[src/rtl/edge_detector_bank.sv]
// Multi-channel synchroniser, debouncer and edge detector with mode-filtered event pulses.
// Define EDGE_DETECTOR_STICKY_EN to add sticky pending flags, per-channel clear and irq.
module edge_detector_bank #(
  parameter int WIDTH           = 8,
  parameter int SYNC_STAGES     = 2,
  parameter int DEBOUNCE_CYCLES = 4
) (
  input  logic               clk,
  input  logic               rst,
  input  logic [WIDTH-1:0]   raw_input,
  input  logic [2*WIDTH-1:0] mode,
  output logic [WIDTH-1:0]   level,
  output logic [WIDTH-1:0]   rising,
  output logic [WIDTH-1:0]   falling,
  output logic [WIDTH-1:0]   edge_pulse
`ifdef EDGE_DETECTOR_STICKY_EN
  ,
  output logic [WIDTH-1:0]   pending,
  input  logic [WIDTH-1:0]   clear,
  output logic               irq
`endif
);

  logic [WIDTH-1:0] sync_q [SYNC_STAGES];
  logic [WIDTH-1:0] sync_d [SYNC_STAGES];
  logic [WIDTH-1:0] s_out;

  always_comb begin
    sync_d[0] = raw_input;
    for (int k = 1; k < SYNC_STAGES; k++) begin
      sync_d[k] = sync_q[k-1];
    end
  end

  always_ff @(posedge clk or posedge rst) begin
    if (rst) begin
      for (int k = 0; k < SYNC_STAGES; k++) begin
        sync_q[k] <= '0;
      end
    end else begin
      for (int k = 0; k < SYNC_STAGES; k++) begin
        sync_q[k] <= sync_d[k];
      end
    end
  end

  assign s_out = sync_q[SYNC_STAGES-1];

  logic [WIDTH-1:0] level_q;
  logic [WIDTH-1:0] level_d;
  logic [WIDTH-1:0] prev_q;
  logic [WIDTH-1:0] prev_d;

  generate
    if (DEBOUNCE_CYCLES == 0) begin : g_bypass
      always_comb begin
        level_d = s_out;
      end
    end else begin : g_deb
      localparam int CW = $clog2(DEBOUNCE_CYCLES + 1);
      localparam logic [CW-1:0] CNT_LAST = CW'(DEBOUNCE_CYCLES - 1);

      logic [CW-1:0] cnt_q [WIDTH];
      logic [CW-1:0] cnt_d [WIDTH];

      // a differing run must reach DEBOUNCE_CYCLES cycles to be accepted
      always_comb begin
        level_d = level_q;
        for (int i = 0; i < WIDTH; i++) begin
          cnt_d[i] = '0;
          if (s_out[i] != level_q[i]) begin
            if (cnt_q[i] == CNT_LAST) begin
              level_d[i] = s_out[i];
            end else begin
              cnt_d[i] = cnt_q[i] + CW'(1);
            end
          end
        end
      end

      always_ff @(posedge clk or posedge rst) begin
        if (rst) begin
          for (int i = 0; i < WIDTH; i++) begin
            cnt_q[i] <= '0;
          end
        end else begin
          for (int i = 0; i < WIDTH; i++) begin
            cnt_q[i] <= cnt_d[i];
          end
        end
      end
    end
  endgenerate

  always_comb begin
    prev_d = level_q;
  end

  always_ff @(posedge clk or posedge rst) begin
    if (rst) begin
      level_q <= '0;
      prev_q  <= '0;
    end else begin
      level_q <= level_d;
      prev_q  <= prev_d;
    end
  end

  logic [WIDTH-1:0] rise_w;
  logic [WIDTH-1:0] fall_w;
  logic [WIDTH-1:0] evt_w;

  always_comb begin
    rise_w = level_q & ~prev_q;
    fall_w = ~level_q & prev_q;
    for (int i = 0; i < WIDTH; i++) begin
      evt_w[i] = (rise_w[i] & mode[2*i])
               | (fall_w[i] & mode[2*i+1]);
    end
  end

  assign level      = level_q;
  assign rising     = rise_w;
  assign falling    = fall_w;
  assign edge_pulse = evt_w;

`ifdef EDGE_DETECTOR_STICKY_EN
  logic [WIDTH-1:0] pending_q;
  logic [WIDTH-1:0] pending_d;

  // a new event outranks a same-cycle clear
  always_comb begin
    pending_d = (pending_q & ~clear) | evt_w;
  end

  always_ff @(posedge clk or posedge rst) begin
    if (rst) begin
      pending_q <= '0;
    end else begin
      pending_q <= pending_d;
    end
  end

  assign pending = pending_q;
  assign irq     = |pending_q;
`endif

endmodule

[config.mk]
export PLATFORM = sky130hd
export DESIGN_NAME = edge_detector_bank
export DESIGN_NICKNAME = d
export VERILOG_FILES = /design/src/rtl/edge_detector_bank.sv
export SDC_FILE = /design/constraint.sdc
export NUM_CORES = 1
export LEC_CHECK = 0
export CAP_MARGIN = 20
export CORE_UTILIZATION = 47
export CTS_CLUSTER_SIZE = 24
export DETAILED_ROUTE_END_ITERATION = 8
export HOLD_SLACK_MARGIN = 0.02
export PLACE_DENSITY_LB_ADDON = 0.3
export SLEW_MARGIN = 10
export SYNTH_ARGS = -nofsm -noshare
export SYNTH_HDL_FRONTEND = slang
export SYNTH_SLANG_ARGS = --single-unit
[constraint.sdc]
create_clock -name clk -period 1.9 [get_ports clk]
set_input_delay 0.285 -clock clk [delete_from_list [all_inputs] [get_ports clk]]
set_output_delay 0.285 -clock clk [all_outputs]
set_load 0.005 [all_outputs]
==> key figures, run 1 <==
Clocking
  – Sink Count: 56
  – Clk buf depth: 2
  – Clock transition at path regs: around 90 ps
  – TritonCTS clock tree: yes
  – Worst skew pair latency: 290 ps
  – Hold_buf cts: 0
  – # H-tree levels: 2
  – Root buf cell: clkbuf_8
  – Num CTS Buffers: 5

Power
  – Maximum vdd drop: ~0.00093 V
  – Total power: approximately 4.1 mW
  – Pwr per Cell Area: 1410 nW/um^2
  – P_leak: around 1.3 nW

Cells and area
  – Leading cell type in the layout, fill and taps excluded: clkdlybuf4s50_1
  – Most frequent cells in the layout: 53 x clkdlybuf4s50_1, 52 x dfrtp_1, 13 x nor2b_2, 13 x nor3b_1, 12 x nor2b_1
  – Nets: 247
  – N_diodes: 0
  – # fillers: between 200 and 300
  – Finished Core Util: 71.7%
  – Layout cells sized above 1: ~21%
  – Design area: around 2900 um^2
  – Synth-to-Final Area Change: 42.6%

STA
  – Worst Clk Skew: 2.64 ps
  – Slew Viols, Final: 0
  – Tmin final: approximately 1800 ps
  – Unrepaired setup endpoints after global routing: yes
  – Worst-Margin Slew: 330 ps
  – Final period utilization: 96.3%
  – Hold Violations, Final: 0
  – Slew headroom: 78.0%
  – Fmax: between 500 and 600 MHz
  – Setup-failing EPs final: 0

Global route
  – Tot GR Track Use: 16.4%
  – Vias in the first global route: 1334
  – First-pass GRT wire length: between 5 and 6 mm
  – Global route total overflow: 0
  – Initial antenna violation count: 0
  – Largest net degree at the start of global routing: 31

Floorplan
  – Ports: 58
  – Die width: between 60 and 70 um
  – Die area: about 4600 um^2
  – Starting Density: 50.3%
  – Site row count: 23
  – Die Span Y: 68.1 um
  – Area of the core: 4090 um^2

Synth
  – Cell Area, Synth: 2050 um^2
  – Warnings from Yosys: 0
  – Synth unique cells: 10
  – Seq cells post-synth: 56
  – Avg Cell Area, Syn: 15.0 um^2
  – Synth Net Count: 171
  – Post-Synthesis Cells: 137
  – Sequential area share after synthesis: 68.2%

Route
  – Routed Antenna Nets: 0
  – DRC Markers: 0
  – Routed WL per cell: around 14 um
  – DR pass1 iterations: 2
  – Initial DRC Count: 19
  – WL final: 3.60 mm
  – Routed vias: approximately 1300
  – Vias per cell: 4.92

Min path
  – Worst hold-check path type: in2async

Worst setup path
  – Worst path arrival time: 1540 ps
  – Crit path kind: reg2out
  – Max FO, Critical Path: 3
  – Startpoint types: flop
  – CP required: 1620 ps
  – R2r setup slk: 690 ps
  – Crit. End Element: primary output

Place
  – Port-buffer cells: 57
  – Final estimated routing congestion in global placement: 0.631
  – Post-DP HPWL: around 2.7 mm
  – Placed instance area: 2720 um^2

Job
  – Max-Cap Viols: 0

Outcome
  – Status: complete, no violations
power by group:
group	total (mW)	switching (mW)	leakage (nW)	internal [mW]
clock	0.631	0.334	0.0455	0.298
combinational	1.75	0.576	0.610	1.17
sequential	1.76	0.235	0.692	1.52
metrics by stage:
stage               hold WS, ps  setup TNS (ps)  setup WS (ps)  std cells
floorplan                   316               0            244        137
global placement            332               0            228        246
detailed placement          336               0            186        246
CTS                         262               0           6.52        258
global route                272           -10.7          -10.7        264
finish                      255               0           71.2        264
timing repair:
action	in CTS	in global routing
gates cloned	0	0
pin swaps	0	1
gates resized for setup	0	20
buffers inserted	4	6
endpoints found under the setup margin	3	7
cells by family (layout without fill, tap and decap cells):
logic type               count (synthesis)  count (layout)  share of synthesized area (%)
buffers and inverters                    1              78                          0.183
adder cells (fa/ha/maj)                  8               8                           4.87
AND/OR/NAND/NOR                         48              48                           15.5
AO/OA/AOI/OAI                            8               8                           3.41
multiplexers                             8               8                           4.39
XOR/XNOR                                 8               8                           3.41
flip-flops                              56              56                           68.2
final timing paths:
path                                     start  cells after the start            end
min in group clk                     sync_d[7]                      0       s_out[7]
worst min register to register       sync_d[7]                      0       s_out[7]
worst max register to register  g_deb.cnt_q[0]                      3       level[7]
worst max-delay path                  level[3]                      3  edge_pulse[3]
max in group asynchronous                  rst                      3      prev_q[3]
worst min-delay path                       rst                      2      prev_q[2]
sequential cells by signal (all words and copies together) (netlist names):
name / flops
s_out: 8
prev_q: 8
level: 8
g_deb.cnt_q: 24
sync_d: 8
layer usage:
metal  global-route usage, %  wire, um  share of wire [%]
met4                    5.47        31               0.86
met5                       0         0                  0
met2                    33.3      2150                 60
met3                    4.00       129                3.6
met1                    15.5      1290                 36
layout make-up:
class	count	area (um^2)	share of cell area, %
sequential	56	1410	48.0
multi-input combinational	80	684	23.4
timing repair buffer	69	683	23.3
clock buffer	8	90.1	3.07
tap	50	62.6	2.13
inverter	1	3.75	0.128
worst max-delay path: stages, from the launching register on:
cell and delay [ps]:
dfrtp_1 400, nor2b_1 150, a22o_1 230, clkdlybuf4s50_1 470
cell usage after synthesis:
master   number  area [um^2]
nor3_1        8         40.0
nor2b_2       5         43.8
xnor2_1       8         70.1
nor2b_1      22          138
inv_1         1         3.75
a22o_1        8         70.1
mux2_2        8         90.1
ha_1          8          100
dfrtp_1      56         1400
nor3b_1      13         97.6
No activity file was read; power rests on OpenSTA's default activity.
==> run 2, diff against run 1 <==
- CTS_CLUSTER_DIAMETER: not set -> 80
==> results of run 2 <==
No change in the layout: final DEF, timing and power equal those of run 1.
